===== src/rtl/traffic_light_fsm.sv =====
// Two-way traffic light controller paced by a 1 Hz tick derived from clock1hz.
// Define TRAFFIC_PED_EN to add the pedestrian request latch and the WALK phase.
module traffic_light_fsm #(
    parameter int unsigned GREEN_TIME  = 20,
    parameter int unsigned YELLOW_TIME = 3,
    parameter int unsigned RED_TIME    = 1,
    parameter int unsigned PED_TIME    = 10
) (
    input  logic       clk,
    input  logic       reset,
    input  logic       clock1hz,
    input  logic       ped_btn,
    output logic [2:0] ns_light,
    output logic [2:0] ew_light,
    output logic       walk,
    output logic [5:0] countdown
);

`ifdef TRAFFIC_PED_EN
    typedef enum logic [2:0] {
        StNsGreen, StNsYellow, StAllRed1, StEwGreen, StEwYellow, StAllRed2, StWalk
    } state_e;
`else
    typedef enum logic [2:0] {
        StNsGreen, StNsYellow, StAllRed1, StEwGreen, StEwYellow, StAllRed2
    } state_e;
`endif

    localparam logic [5:0] GreenDur  = 6'(GREEN_TIME);
    localparam logic [5:0] YellowDur = 6'(YELLOW_TIME);
    localparam logic [5:0] RedDur    = 6'(RED_TIME);
`ifdef TRAFFIC_PED_EN
    localparam logic [5:0] PedDur    = 6'(PED_TIME);
`endif

    function automatic logic [5:0] dur(input state_e s);
        case (s)
            StNsGreen, StEwGreen:   return GreenDur;
            StNsYellow, StEwYellow: return YellowDur;
            StAllRed1, StAllRed2:   return RedDur;
`ifdef TRAFFIC_PED_EN
            StWalk:                 return PedDur;
`endif
            default:                return GreenDur;
        endcase
    endfunction

    state_e     state_q, state_d;
    logic [5:0] timer_q, timer_d;
    logic       c1_s1_q, c1_s2_q, c1_s3_q;
    logic       tick;

    // clock1hz is sampled as data; tick marks its synchronized rising edge.
    assign tick = c1_s2_q & ~c1_s3_q;

`ifdef TRAFFIC_PED_EN
    logic pb_s1_q, pb_s2_q;
    logic ped_req_q, ped_req_d;
`else
    logic unused_ped_btn;
    assign unused_ped_btn = ped_btn;
`endif

    always_ff @(posedge clk) begin
        if (reset) begin
            state_q   <= StNsGreen;
            timer_q   <= GreenDur;
            c1_s1_q   <= 1'b0;
            c1_s2_q   <= 1'b0;
            c1_s3_q   <= 1'b0;
`ifdef TRAFFIC_PED_EN
            pb_s1_q   <= 1'b0;
            pb_s2_q   <= 1'b0;
            ped_req_q <= 1'b0;
`endif
        end else begin
            state_q   <= state_d;
            timer_q   <= timer_d;
            c1_s1_q   <= clock1hz;
            c1_s2_q   <= c1_s1_q;
            c1_s3_q   <= c1_s2_q;
`ifdef TRAFFIC_PED_EN
            pb_s1_q   <= ped_btn;
            pb_s2_q   <= pb_s1_q;
            ped_req_q <= ped_req_d;
`endif
        end
    end

    always_comb begin
        state_d = state_q;
        timer_d = timer_q;
`ifdef TRAFFIC_PED_EN
        ped_req_d = ped_req_q;
        if (pb_s2_q && state_q != StWalk) ped_req_d = 1'b1;
`endif
        if (tick) begin
            if (timer_q > 6'd1) begin
                timer_d = timer_q - 6'd1;
            end else begin
                case (state_q)
                    StNsGreen:  state_d = StNsYellow;
                    StNsYellow: state_d = StAllRed1;
                    StAllRed1:  state_d = StEwGreen;
                    StEwGreen:  state_d = StEwYellow;
                    StEwYellow: state_d = StAllRed2;
                    StAllRed2: begin
`ifdef TRAFFIC_PED_EN
                        // Entering WALK consumes the request; this clear beats a same-cycle set.
                        if (ped_req_q) begin
                            state_d   = StWalk;
                            ped_req_d = 1'b0;
                        end else begin
                            state_d = StNsGreen;
                        end
`else
                        state_d = StNsGreen;
`endif
                    end
`ifdef TRAFFIC_PED_EN
                    StWalk:     state_d = StNsGreen;
`endif
                    default:    state_d = StNsGreen;
                endcase
                timer_d = dur(state_d);
            end
        end
    end

    always_comb begin
        ns_light  = 3'b100;
        ew_light  = 3'b100;
        walk      = 1'b0;
        countdown = timer_q;
        case (state_q)
            StNsGreen:  ns_light = 3'b001;
            StNsYellow: ns_light = 3'b010;
            StEwGreen:  ew_light = 3'b001;
            StEwYellow: ew_light = 3'b010;
`ifdef TRAFFIC_PED_EN
            StWalk:     walk = 1'b1;
`endif
            default:    ;
        endcase
    end

endmodule


===== config.mk =====
export PLATFORM = sky130hd
export DESIGN_NAME = traffic_light_fsm
export DESIGN_NICKNAME = d
export VERILOG_FILES = /design/src/rtl/traffic_light_fsm.sv
export SDC_FILE = /design/constraint.sdc
export NUM_CORES = 1
export LEC_CHECK = 0
export ABC_AREA = 1
export CORE_MARGIN = 1.5
export CORE_UTILIZATION = 30
export DETAILED_ROUTE_END_ITERATION = 10
export GPL_ROUTABILITY_DRIVEN = 1
export GPL_TIMING_DRIVEN = 0
export RECOVER_POWER = 100
export SLEW_MARGIN = 20
export SYNTH_ARGS = -nofsm -noshare
export SYNTH_HDL_FRONTEND = slang
export SYNTH_SLANG_ARGS = --single-unit

===== constraint.sdc =====
create_clock -name clk -period 2.3 [get_ports clk]
set_input_delay 0.46 -clock clk [delete_from_list [all_inputs] [get_ports clk]]
set_output_delay 0.46 -clock clk [all_outputs]
set_load 0.005 [all_outputs]

; Word level (Yosys, flattened, before mapping)
; Cells that the tools add are included.
[totals]
regBits = 12
out_inout_bits = 13
[classes]
n_addsub = 1
magnitude_cmp = 1
n_eq_ne = 8
n_mux = 7
bitwise = 3
n_reduce_logical = 4
[op_table]
columns = cell, count
row1 = one-hot mux 3 bit (5 select lines), 1
row2 = one-hot mux 3 bit (2 select lines), 2
row3 = one-hot mux 5 bit (2 select lines), 1
row4 = "== test 3 x 2 -> 1 bit, second input constant", 3
row5 = "== test 3 bit, second input constant", 3
row6 = "== test 3 x 1 -> 1 bit, second input constant", 2
row7 = "greater-than comparator 6 x 1 -> 1 bit, second input constant", 1
row8 = 2-to-1 mux 3 bit, 2
row9 = 2-to-1 mux 6 bit, 1
row10 = "subtractor 6 x 1 -> 6 bit, second input constant", 1
row11 = OR reduction 2 bit, 2
row12 = logical NOT 3 bit, 1
row13 = inverter 1 bit, 2
row14 = AND reduction 2 bit, 1
row15 = bitwise AND 1 bit, 1

; Logic depth before layout (Yosys ltp)
; Gate-level depths: netlist of run 1.
[logic_depth]
word_depth = 8
mapped_depth = 9
depth_no_buf = 9

; Worst setup path before layout of run 1
; Ideal clock, no wire load.
[synth_path]
kind = register to register
start = register timer_q[0] (netlist: countdown[0])
end = register timer_q[4] (netlist: countdown[4])
arrival_ns = 1.123
setup_slack_ns = 1.062
stages_incl_launch_ff = 9
period_less_slack_ns = 1.238
path_cell_list = dfxtp_1 > inv_1 > ha_1 > nor2_4 > nor2_8 > nand3_1 > nand2_1 > nand2_1 > nand2_1
[synth_via]
elab_chain_len = 2
word_cells_on_any_way = 3
classes_between = add/sub: 1 / order compare: 1 / mux: 1
[synth_rtl]
columns = element, line_no
row1 = "start, declared", 49  ; logic [5:0] timer_q, timer_d;
row2 = "start signal, assigned", 67  ; timer_q <= GreenDur;
row3 = "start signal, assigned", 78  ; timer_q <= timer_d;
row4 = subtractor 6 x 1 -> 6 bit or greater-than comparator 6 x 1 -> 1 bit (tied branches), "99, 98"
row5 = 2-to-1 mux 6 bit (*), 98  ; if (timer_q > 6'd1) begin
; Mark *: on every way between the ends. The rest lies on a longest branch, timed or not.
; A chain may end at the register's enable or synchronous reset.

; Worst setup path in the final report of run 1
[layout_path]
start = register state_q[0]
end = output ew_light[2]
[layout_via]
elab_chain_len = 2
word_cells_on_any_way = 3
classes_between = eq/ne: 2 / mux: 1
[layout_rtl]
columns = element, line_no
row1 = "start, declared", 48  ; state_e state_q, state_d;
row2 = "start signal, assigned", 66  ; state_q <= StNsGreen;
row3 = "start signal, assigned", 77  ; state_q <= state_d;
row4 = == test 3 bit or == test 3 x 2 -> 1 bit (tied branches), 135  ; case (state_q)
row5 = one-hot mux 3 bit (2 select lines) (*), 135
row6 = "end, declared", 14  ; output logic [2:0] ew_light,
; Marks and branches as above.

==> flow_summary.json, run 1 <==
{
  "status": "complete, no violations",
  "cts_buffers": 3,
  "clk_pin_slew_worst_paths_ns": 0.08,
  "hold_viol": 0,
  "avgSynthCellArea_um2": 6.54,
  "htreeDepth": 1,
  "total_power_mw": 0.434,
  "required_ns": 1.84,
  "drv_cap": 0,
  "postRouteAntennaNets": 0,
  "setup_tns_ns": 0,
  "mostFrequentLayoutCell": "nand2_1",
  "yosys_register_bits": 12,
  "post_cts_buffers": 0,
  "io_buffers": 14,
  "final_util_pct": 40.6,
  "reg2reg_from": "countdown[0]$_SDFFE_PP0P_",
  "leakage_nw": 0.467,
  "period_needed_ns": 2.02,
  "rsz0062_at_grt": "false",
  "crit_buf_inv": 3,
  "hold_class": "register to register",
  "place_congestion": 0.838,
  "synthArstFlopShare_pct": 0,
  "crit_path_end": "ew_light[2]",
  "vias_per_cell": 4.42,
  "r2r_slack_ns": 0.70,
  "die_x_um": 52.9,
  "yosys_warnings": 0,
  "start_util_pct": 32.8,
  "firstDrtPassIters": 4,
  "synth_cell_type_count": 20,
  "dp.cells": 156,
  "drc": 0,
  "grt_pass1_vias": 669,
  "tritoncts": "yes",
  "r2r-end": "countdown[5]$_SDFFE_PP0P_",
  "die_h_um": 52.9,
  "syn_inst": 114,
  "grt_max_degree": 9,
  "skew_ns": 0.00282,
  "num_vias": 707,
  "path_depth": 5,
  "dp_hpwl_um": 1200,
  "core_area_mm2": 0.00228,
  "routed_wirelength_um": 1530,
  "wl_met3_um": 54,
  "power_density_mw_per_mm2": 469,
  "finalMaxSlewViolations": 0,
  "cts-root-buf": "clkbuf_4",
  "m1WireLength_um": 734,
  "clk_latency_ns": 0.28,
  "antenna_found_initial": 0,
  "ir_drop_v": 0.000241,
  "n_antenna_cell": 0,
  "synth_area_um2": 746,
  "ys_seq_area_share_pct": 32.2,
  "met2_length_um": 697,
  "drt-initial-drc-count": 9,
  "clock.fmax_ghz": 0.496,
  "detail_route.wl_per_cell_um": 9.53,
  "ff2ff_path_depth": 7,
  "cts.sinks": 12,
  "critPathMostFrequentCell": "inv_1",
  "max_stage_delay_ns": 0.49,
  "crit_type": "register to primary output",
  "post-route-period-util_pct": 87.7,
  "overflow": 0,
  "cts_resized": 0,
  "synthFlopType": "dfxtp_1",
  "grt_pass1_wl_um": 2760,
  "crit_chain": "inv_1, nand2_4, o21ai_1, inv_1, clkdlybuf4s50_1",
  "topRoutingLayerUsed": "met4",
  "most-common-layout-cells": "30 x nand2_1, 20 x nor2_1, 16 x inv_1",
  "layout-drive-gt1-share_pct": 12.9,
  "crit_fanout": 7,
  "grt.total_usage_pct": 13.8,
  "critical_path.slowest_cell": "clkdlybuf4s50_1",
  "end_kind": "primary output",
  "area_growth_pct": 24.0,
  "arrival_ns": 1.56,
  "fin_nets": 139,
  "final_cells": 160,
  "setup_violations": 0,
  "cts_hold_buf": 0,
  "synth_nets": 120,
  "synth_edf_count": 0,
  "critPathLaunchType": "register",
  "crit_family": "buffers and inverters",
  "startpoint": "state_q[0]$_SDFFE_PP0P_",
  "rows": 17,
  "ios": 17,
  "cts_max_path_buffers": 2,
  "holdWs_ns": 0.412,
  "die_area_mm2": 0.00279
}
[metal layers]
| layer | up-vias | GRT usage (%) |
|---|---|---|
| li1 | 383 | - |
| met1 | 310 | 16.6 |
| met2 | 9 | 21.0 |
| met3 | 5 | 4.24 |
| met4 | 0 | 8.97 |
| met5 | - | 0 |
[cells by family after synthesis]
family	after synthesis	share of synthesized area (%)
fa+ha+maj	2	3.36
other cells	1	0.503
flops	12	32.2
compound gates	9	6.21
simple gates	68	46.1
buf+inv	22	11.6
[report_power, final]
group / leakage, nW / total [mW] / internal (mW) / switching [mW]
sequential: 0.0976 / 0.218 / 0.213 / 0.00484
clock: 0.0210 / 0.175 / 0.0964 / 0.0786
combinational: 0.348 / 0.0414 / 0.0175 / 0.0240
total: 0.467 / 0.434 / 0.327 / 0.107
[Yosys cell counts, types with 2 or more instances]
master   number  area share (%)
ha_1          2             3.4
nand3_1       8             5.4
nand2_1      30              15
nand2_2       2             1.7
nor2_4        2             3.0
nor2_2        2             1.7
nand3_4       2             4.7
a21oi_1       5             3.4
inv_1        15             7.5
o21ai_1       2             1.3
nor2_1       19             9.6
dfxtp_1      12              32
inv_2         6             3.0
[through the flow]
stage	instance area [um2]	worst slack, ns
finish	925	0.282
CTS	957	0.298
global placement	921	0.594
detailed placement	921	0.614
global route	925	0.155
floorplan	746	1.06
[registers in the layout, indices dropped and copies added, names as in the netlist]
register and flops:
countdown 6, state_q 3, c1_s1_q 1, c1_s2_q 1, c1_s3_q 1
[worst min path at each step]
| stage | to | cells past startpoint | from | slack [ns] |
|---|---|---|---|---|
| final | c1_s2_q$_SDFF_PP0_ | 2 | c1_s1_q$_SDFF_PP0_ | 0.41 |
| after global routing | c1_s2_q$_SDFF_PP0_ | 2 | c1_s1_q$_SDFF_PP0_ | 0.43 |
| after CTS | c1_s2_q$_SDFF_PP0_ | 2 | c1_s1_q$_SDFF_PP0_ | 0.42 |
| after detailed placement | c1_s2_q$_SDFF_PP0_ | 2 | c1_s1_q$_SDFF_PP0_ | 0.40 |
| after global placement | c1_s2_q$_SDFF_PP0_ | 2 | c1_s1_q$_SDFF_PP0_ | 0.40 |
| after floorplan | c1_s2_q$_SDFF_PP0_ | 2 | c1_s1_q$_SDFF_PP0_ | 0.39 |
[area by class of cell]
cell class,instances,area [um2]
buffer,1,7.51
clock buffer,4,36.3
fill,243,1350
inverter,21,78.8
multi-input combinational,80,387
sequential,12,240
tap,28,35.0
timing repair buffer,14,140
[tightest hold or removal path, cell delays in order (launching register included)]
cell     delay [ns]
dfxtp_1        0.30
inv_1          0.04
nor2_1         0.03
(Power assumes the default switching activity.)
==> run 2, diff against run 1 <==
--- a/config.mk
+++ b/config.mk
@@ -10,9 +10,9 @@
 export CORE_UTILIZATION = 30
 export DETAILED_ROUTE_END_ITERATION = 10
 export GPL_ROUTABILITY_DRIVEN = 1
-export GPL_TIMING_DRIVEN = 0
 export RECOVER_POWER = 100
 export SLEW_MARGIN = 20
 export SYNTH_ARGS = -nofsm -noshare
 export SYNTH_HDL_FRONTEND = slang
 export SYNTH_SLANG_ARGS = --single-unit
+export TNS_END_PERCENT = 100
==> flow_summary.json, run 2 (synthesized netlist as in run 1, its figures left out) <==
{
  "tritoncts": "yes",
  "setup_tns_ns": 0,
  "end_kind": "primary output",
  "layout-drive-gt1-share_pct": 11.5,
  "r2r-end": "countdown[5]$_SDFFE_PP0P_",
  "overflow": 0,
  "area_growth_pct": 23.0,
  "post_cts_buffers": 0,
  "vias_per_cell": 4.42,
  "most-common-layout-cells": "30 x nand2_1, 20 x nor2_1, 17 x inv_1",
  "clock.fmax_ghz": 0.490,
  "hold_class": "register to register",
  "hold_depth": 2,
  "firstDrtPassIters": 4,
  "io_buffers": 14,
  "htreeDepth": 1,
  "hold_path_end": "c1_s2_q$_SDFF_PP0_",
  "grt_util_met3_pct": 4.52,
  "crit_type": "register to primary output",
  "skew_ns": 0.00506,
  "power_density_mw_per_mm2": 468,
  "cts-root-buf": "clkbuf_4",
  "hold_viol": 0,
  "cts_hold_buf": 0,
  "min-delay-start": "c1_s1_q$_SDFF_PP0_",
  "nFillCells": 251,
  "ios": 17,
  "die_x_um": 52.9,
  "core_area_mm2": 0.00228,
  "period_needed_ns": 2.04,
  "leakage_nw": 0.458,
  "cts_max_path_buffers": 2,
  "clk_pin_slew_worst_paths_ns": 0.08,
  "rows": 17,
  "status": "complete, no violations",
  "ir_drop_v": 0.000318,
  "gr-max-usage-layer": "met2",
  "n_antenna_cell": 0,
  "drt-initial-drc-count": 14,
  "grt_pass1_wl_um": 2840,
  "rsz0062_at_grt": "false",
  "ff2ff_path_depth": 7,
  "crit_fanout": 6,
  "required_ns": 1.84,
  "critPathLaunchType": "register",
  "dp_hpwl_um": 1200,
  "cts_buffers": 3,
  "reg2reg_from": "countdown[0]$_SDFFE_PP0P_",
  "holdWs_ns": 0.411,
  "postRouteAntennaNets": 0,
  "die_h_um": 52.9,
  "detail_route.wl_per_cell_um": 9.55,
  "place_congestion": 0.835,
  "num_vias": 703,
  "grtUsageMet1_pct": 16.9,
  "largest_reg_flops": 6,
  "met2_usage_pct": 23.3,
  "drc": 0,
  "grt_max_degree": 9,
  "cts.sinks": 12,
  "grt.total_usage_pct": 13.9,
  "antenna_found_initial": 0,
  "arrival_ns": 1.58,
  "finalMaxSlewViolations": 0,
  "start_util_pct": 32.8,
  "post-route-period-util_pct": 88.7,
  "fin_nets": 138,
  "setup_violations": 0,
  "grt_pass1_vias": 698,
  "clk_latency_ns": 0.28,
  "cts_resized": 0,
  "die_area_mm2": 0.00279,
  "drv_cap": 0,
  "routed_wirelength_um": 1520,
  "mostFrequentLayoutCell": "nand2_1",
  "r2r_slack_ns": 0.71
}
==> run 2: report_power, final <==
group / total [mW] / internal, mW / switching, mW
logic: 0.0406 / 0.0164 / 0.0242
clock network: 0.171 / 0.0962 / 0.0751
registers: 0.218 / 0.213 / 0.00484
total: 0.430 / 0.325 / 0.104
==> run 2: layout make-up <==
class                      instances  area (um2)  area share, %
multi-input combinational         80         387           42.2
sequential                        12         240           26.2
timing repair buffer              14         140           15.3
inverter                          21        78.8           8.59
clock buffer                       4        36.3           3.96
tap                               28        35.0           3.82
==> run 2: metal layers <==
metal	vias up	routed length, um
met1	308	731
met2	13	717
met4	0	14
met5	-	0
met3	2	55
li1	380	-
==> run 2: worst max-delay path: stages (launching register included) <==
cell and delay (ns):
dfxtp_1 0.42, inv_1 0.13, nand2_1 0.12, o22ai_1 0.09, inv_1 0.06, clkdlybuf4s50_1 0.49
==> run 2: worst max-delay path by stage <==
stage	startpoint	end	slack (ns)	depth (start not counted)
6_report	state_q[2]$_SDFFE_PP0P_	ns_light[2]	0.26	5
5_1_grt	state_q[2]$_SDFFE_PP0P_	ns_light[2]	0.13	5
4_1_cts	state_q[2]$_SDFFE_PP0P_	ns_light[2]	0.29	5
3_5_place_dp	state_q[2]$_SDFFE_PP0P_	ns_light[2]	0.62	5
3_3_place_gp	state_q[2]$_SDFFE_PP0P_	ns_light[2]	0.60	5
2_1_floorplan	countdown[0]$_SDFFE_PP0P_	countdown[4]$_SDFFE_PP1P_	1.06	8
==> run 2: stage by stage <==
| step | cell area (um2) | power (mW) | util (%) | cells | setup slack [ns] |
|---|---|---|---|---|---|
| 2_1_floorplan | 746 | 0.254 | - | 114 | 1.06 |
| 3_3_place_gp | 913 | 0.269 | 40.1 | 155 | 0.599 |
| 3_5_place_dp | 913 | 0.271 | 40.1 | 155 | 0.616 |
| 4_1_cts | 950 | 0.445 | 41.7 | 159 | 0.292 |
| 5_1_grt | 917 | 0.457 | 40.3 | 159 | 0.130 |
| 6_report | 917 | 0.430 | 40.3 | 159 | 0.260 |
==> run 3, diff against run 2 <==
--- a/config.mk
+++ b/config.mk
@@ -8,9 +8,11 @@
 export ABC_AREA = 1
 export CORE_MARGIN = 1.5
 export CORE_UTILIZATION = 30
+export CTS_CLUSTER_DIAMETER = 150
 export DETAILED_ROUTE_END_ITERATION = 10
 export GPL_ROUTABILITY_DRIVEN = 1
 export RECOVER_POWER = 100
+export REMOVE_ABC_BUFFERS = 1
 export SLEW_MARGIN = 20
 export SYNTH_ARGS = -nofsm -noshare
 export SYNTH_HDL_FRONTEND = slang
==> constraint.sdc (replaced) <==
create_clock -name clk -period 2.36 [get_ports clk]
set_input_delay 0.472 -clock clk [delete_from_list [all_inputs] [get_ports clk]]
set_output_delay 0.472 -clock clk [all_outputs]
set_load 0.005 [all_outputs]
==> flow_summary.json, run 3 (synthesized netlist as in run 1, its figures left out) <==
{
  "status": "complete, no violations",
  "topRoutingLayerUsed": "met4",
  "cts_resized": 0,
  "m1WireLength_um": 720,
  "ir_drop_v": 0.000226,
  "postRouteAntennaNets": 0,
  "critPathLaunchType": "register",
  "die_x_um": 52.9,
  "grt_max_degree": 9,
  "setup_violations": 0,
  "drc": 0,
  "cts-root-buf": "clkbuf_4",
  "cts_hold_buf": 0,
  "holdWs_ns": 0.419,
  "grt_pass1_vias": 646,
  "r2r-end": "state_q[0]$_SDFFE_PP0P_",
  "mostFrequentLayoutCell": "nand2_1",
  "leakage_nw": 0.465,
  "firstDrtPassIters": 4,
  "period_needed_ns": 2.11,
  "clk_latency_ns": 0.28,
  "antenna_found_initial": 0,
  "drt-initial-drc-count": 6,
  "startpoint": "state_q[0]$_SDFFE_PP0P_",
  "arrival_ns": 1.64,
  "post_cts_buffers": 0,
  "layout-drive-gt1-share_pct": 12.2,
  "overflow": 0,
  "die_h_um": 52.9,
  "wl_met3_um": 39,
  "io_buffers": 14,
  "htreeDepth": 1,
  "core_area_mm2": 0.00228,
  "skew_ns": 0.00798,
  "total_power_mw": 0.424,
  "detail_route.wl_per_cell_um": 9.72,
  "fin_nets": 138,
  "post-route-period-util_pct": 89.6,
  "crit_type": "register to primary output",
  "num_vias": 684,
  "crit_path_end": "ew_light[2]",
  "die_area_mm2": 0.00279,
  "tritoncts": "yes",
  "met2_length_um": 756,
  "reg2reg_from": "countdown[0]$_SDFFE_PP0P_",
  "r2r_slack_ns": 0.75,
  "clock.fmax_ghz": 0.473,
  "hold_class": "register to register",
  "largest_reg_flops": 6,
  "design_area_um2": 917,
  "n_antenna_cell": 0,
  "rows": 17,
  "final_util_pct": 40.3,
  "vias_per_cell": 4.30,
  "clk_pin_slew_worst_paths_ns": 0.08,
  "cts.sinks": 12,
  "cts_max_path_buffers": 2,
  "drv_cap": 0,
  "placedInstanceArea_um2": 913,
  "hold_viol": 0,
  "cts_buffers": 3,
  "start_util_pct": 32.8,
  "rsz0062_at_grt": "false",
  "crit_fanout": 7,
  "finalMaxSlewViolations": 0,
  "area_growth_pct": 23.0,
  "place_congestion": 0.814,
  "setup_tns_ns": 0,
  "most-common-layout-cells": "30 x nand2_1, 20 x nor2_1, 16 x inv_1",
  "grt_pass1_wl_um": 2730,
  "dp_hpwl_um": 1180,
  "required_ns": 1.89,
  "ff2ff_path_depth": 8,
  "routed_wirelength_um": 1550,
  "power_density_mw_per_mm2": 462,
  "grt.total_usage_pct": 13.4,
  "ios": 17,
  "end_kind": "primary output"
}
==> run 3: area by class of cell <==
cell class                 instances  area [um2]
sequential                        12         240
fill                             229        1360
timing repair buffer              14         140
multi-input combinational         80         387
inverter                          21        78.8
clock buffer                       4        36.3
tap                               28        35.0
==> run 3: power breakdown <==
group	internal (mW)	switching [mW]
combinational	0.0160	0.0234
clock	0.0938	0.0783
sequential	0.207	0.00475
total	0.317	0.106
==> run 3: how the worst min path moves through the flow <==
stage / start / to / slack, ns / depth (start not counted)
floorplan: c1_s1_q$_SDFF_PP0_ / c1_s2_q$_SDFF_PP0_ / 0.39 / 2
global placement: c1_s1_q$_SDFF_PP0_ / c1_s2_q$_SDFF_PP0_ / 0.40 / 2
detailed placement: c1_s2_q$_SDFF_PP0_ / c1_s3_q$_SDFF_PP0_ / 0.41 / 2
CTS: c1_s2_q$_SDFF_PP0_ / c1_s3_q$_SDFF_PP0_ / 0.43 / 2
global route: c1_s2_q$_SDFF_PP0_ / c1_s3_q$_SDFF_PP0_ / 0.45 / 2
finish: c1_s1_q$_SDFF_PP0_ / c1_s2_q$_SDFF_PP0_ / 0.42 / 2
==> run 3: metal layers <==
layer  up-vias  GRT usage, %
met5         -             0
met4         0          7.69
met3         4          2.82
met2         8          22.1
met1       293          16.0
li1        379             -
==> run 3: worst max-delay path: stages (launching register included) <==
cell and delay, ns:
dfxtp_1 0.37, inv_1 0.13, nand2_4 0.08, o21ai_1 0.17, inv_1 0.05, dlygate4sd3_1 0.57
==> run 3: metrics by stage <==
stage          setup WS, ns  cells
6_report              0.246    159
4_1_cts               0.334    159
3_5_place_dp          0.650    155
2_1_floorplan          1.12    113
5_1_grt               0.147    159
3_3_place_gp          0.645    155
==> patch 1: new RTL, config.mk and constraints of run 3 <==
Register the output `countdown`, with the module's reset; this adds one clock of latency there. The other outputs are not delayed to match.
--- a/src/rtl/traffic_light_fsm.sv
+++ b/src/rtl/traffic_light_fsm.sv
@@ -31,2 +31,4 @@
     localparam logic [5:0] RedDur    = 6'(RED_TIME);
+
+    logic [5:0] countdown_d;
 `ifdef TRAFFIC_PED_EN
@@ -133,3 +135,3 @@
         walk      = 1'b0;
-        countdown = timer_q;
+        countdown_d = timer_q;
         case (state_q)
@@ -146,2 +148,10 @@
 
+    always_ff @(posedge clk) begin
+        if (reset) begin
+            countdown <= '0;
+        end else begin
+            countdown <= countdown_d;
+        end
+    end
+
 endmodule
Behaviour: not the same (Yosys sat finds a counterexample within 4 cycles, from zero or initial values and one cycle with reset high).
==> patch 1 against run 3 <==
  * Design area increased by 14%
  * Area after synthesis increased by 15%
  * Largest cell class unchanged
  * Core utilization decreased by 1.9 points
  * Total power increased by 30%
  * Wire length decreased by 3.4%
  * Maximum frequency decreased by 1.6%
  * Sequential cell count increased by 6
  * Critical path depth increased by 1
  * Synthesized cell count increased by 7.9%
  * Worst setup slack got worse by 34 ps
  * Largest power group unchanged
==> patch 1: results <==
[critical_path]
crit_path_max_incr_delay_ps = 480
crit_path_max_fanout = 5
cpMaxStageDelayCell = "clkdlybuf4s50_1"

[clocking]
clk_latency_ps = 300
clk_pin_slew_worst_paths_ps = 100

[layout]
clock_tree_area_fraction_pct = 3.46
num-nets-final = 145
drive_gt1_share_pct = 11.6
syn_to_final_growth_pct = 22.3
nMultiInputCombCells = 79
finalNonFillerCells = 169
inv_count = 23
fill_cells = 289

[placed_design]
pre_cts_ws_ps = 564
gp_congestion = 0.786

[pwr]
p_clk_w = 0.000192
p_leak_nw = 0.526
ir_drop_mv = 0.318
pwr-share-comb_pct = 7.5

[logic_synthesis]
avgSynthCellArea_um2 = 6.97
yosys-top-cells-area = "dfxtp_1, nand2_1, nor2_1"
syn_area_um2 = 857
synth-seq-area-share_pct = 42.0

[detailed_routing]
drtIter0Drc = 10
wl_per_cell_um = 8.84

[run_status]
status = "completed"

[grt]
grt_pass1_vias = 691
grt_pass1_wl_um = 2750
grt_util_all_layers_pct = 11.3
[patch 1: routing by layer]
layer  global-route usage [%]  wire [µm]  vias to the layer above  part of all wire, %
met2                     16.6        669                       17                   45
met5                        0          0                        -                    0
met3                     5.30         93                        5                  6.2
met4                     6.12         27                        0                  1.8
li1                         -          -                      395                    -
met1                     13.6        703                      328                   47
[patch 1: worst paths after layout]
kind	startpoint	to	slack (ps)	cells past startpoint
worst min register to register	c1_s1_q	c1_s2_q	410	2
worst max register to register	countdown_d[1]	countdown_d[1]	970	9
worst max-delay path	state_q[1]	ew_light[2]	210	6
worst min-delay path	c1_s1_q	c1_s2_q	410	2
[patch 1: cells by family (layout without fill, tap and decap cells)]
group / after synthesis / after routing / synth area share (%)
flops: 18 / 18 / 42.0
compound gates: 8 / 8 / 4.67
xor+xnor: 1 / 1 / 1.02
simple gates: 67 / 67 / 36.9
other cells: 1 / 1 / 0.438
fa+ha+maj: 2 / 2 / 2.92
buf+inv: 26 / 41 / 12.0
==> patch 2: new RTL, flow settings as in run 3 <==
Without the edit above. Build with the macro `TRAFFIC_PED_EN` defined.
--- a/src/rtl/traffic_light_fsm.sv
+++ b/src/rtl/traffic_light_fsm.sv
@@ -2,2 +2,4 @@
 // Define TRAFFIC_PED_EN to add the pedestrian request latch and the WALK phase.
+`define TRAFFIC_PED_EN
+
 module traffic_light_fsm #(
Check against the original RTL: same outputs for any inputs over 10 cycles, from zero or initial values and one cycle with reset high; that may be too few to reach the edited logic, so the function may still have changed.
==> patch 2 against run 3 <==
  * Clock power shrank 10%
  * Wire length up 3.5%
  * Final cell count rose by 11%
  * Global-route usage down 2.1 points
  * Worst setup slack worse by 6.9 ps
  * Die area up 12%
  * Total power up 12%
  * Area after synthesis is 13% higher
  * Via count is 13% higher
  * Design area grew 12%
  * Combinational power grew 29%
  * Sequential cell count rose by 3
  * Largest cell class unchanged
  * Largest power group unchanged
==> patch 2: results <==
[pwr]
ir_drop_mv = 0.272
p_leak_nw = 0.470
p_sw_w = 0.000124

[placed_design]
dpl.cell_count = 173
place_hpwl_um = 1310
gp_congestion = 0.887

[run_status]
status = "completed"

[critical_path]
ff2ff_setup_slack_ps = 820
crit_path_max_fanout = 9
r2r_end = "countdown[0]"

[detailed_routing]
drtIter0Drc = 10
wl_per_cell_um = 9.04
avgViaCountPerCell = 4.37
vias = 773

[logic_synthesis]
avgSynthCellArea_um2 = 6.61
synth-seq-area-share_pct = 35.8
yosys-top-cells-area = "dfxtp_1, nand2_1, inv_1"
synth_fa_ha_area_share_pct = 2.98
synth_cell_types = 21
synth_compound_area_share_pct = 6.56

[grt]
grt_max_degree = 11
grt_pass1_vias = 704
grt_pass1_wl_um = 2840

[layout]
fill_cells = 306

[die]
start_util_pct = 31.0

[sta]
hold_ws_ps = 414
patch 2: layout make-up:
| class | count | share of cell area [%] |
|---|---|---|
| clock buffers | 3 | 2.20 |
| well taps | 31 | 3.79 |
| inverters | 24 | 8.80 |
| flip-flops and latches | 15 | 29.3 |
| clock inverters | 1 | 0.733 |
| multi-input cells | 86 | 39.1 |
| repair buffers | 17 | 16.0 |
patch 2: cells by family (layout without fill, tap and decap cells):
kind of cell	Yosys count	after routing
flops	15	15
fa+ha+maj	2	2
simple gates	71	71
buf+inv	26	45
xor+xnor	2	2
compound gates	11	11
patch 2: worst min path at each step:
stage	cells past startpoint	endpoint	start
after global placement	2	pb_s2_q	pb_s1_q
after global routing	2	c1_s2_q	c1_s1_q
after floorplan	2	c1_s2_q	c1_s1_q
final	2	c1_s2_q	c1_s1_q
after CTS	2	pb_s2_q	pb_s1_q
after detailed placement	2	pb_s2_q	pb_s1_q
patch 2: metal layers:
metal / GRT usage (%) / vias to the layer above / routed length [µm]
met3: 3.26 / 4 / 79
li1: - / 418 / -
met4: 4.08 / 0 / 25
met1: 14.6 / 329 / 774
met5: 0 / - / 0
met2: 18.0 / 22 / 721
patch 2: critical path, cell delays in order, from the launching register on:
cell	delay, ps
dfxtp_1	490
nor2_1	110
nand2_1	90
nand2_1	70
inv_1	50
dlygate4sd3_1	550
patch 2: power groups by stage:
stage	Sequential (W)	Combinational [W]	Clock, W
after floorplan	0.000273	0.0000358	0
after global placement	0.000274	0.0000579	0
after detailed placement	0.000274	0.0000583	0
after CTS	0.000268	0.0000586	0.000157
after global routing	0.000269	0.0000601	0.000165
final	0.000268	0.0000509	0.000154
patch 2: through the flow:
| step | total power [W] | area (µm²) | setup slack [ps] |
|---|---|---|---|
| 6_report | 0.000473 | 1020 | 239 |
| 3_5_place_dp | 0.000332 | 1030 | 619 |
| 5_1_grt | 0.000494 | 1020 | 114 |
| 3_3_place_gp | 0.000332 | 1030 | 668 |
| 2_1_floorplan | 0.000309 | 828 | 1070 |
| 4_1_cts | 0.000484 | 1060 | 281 |
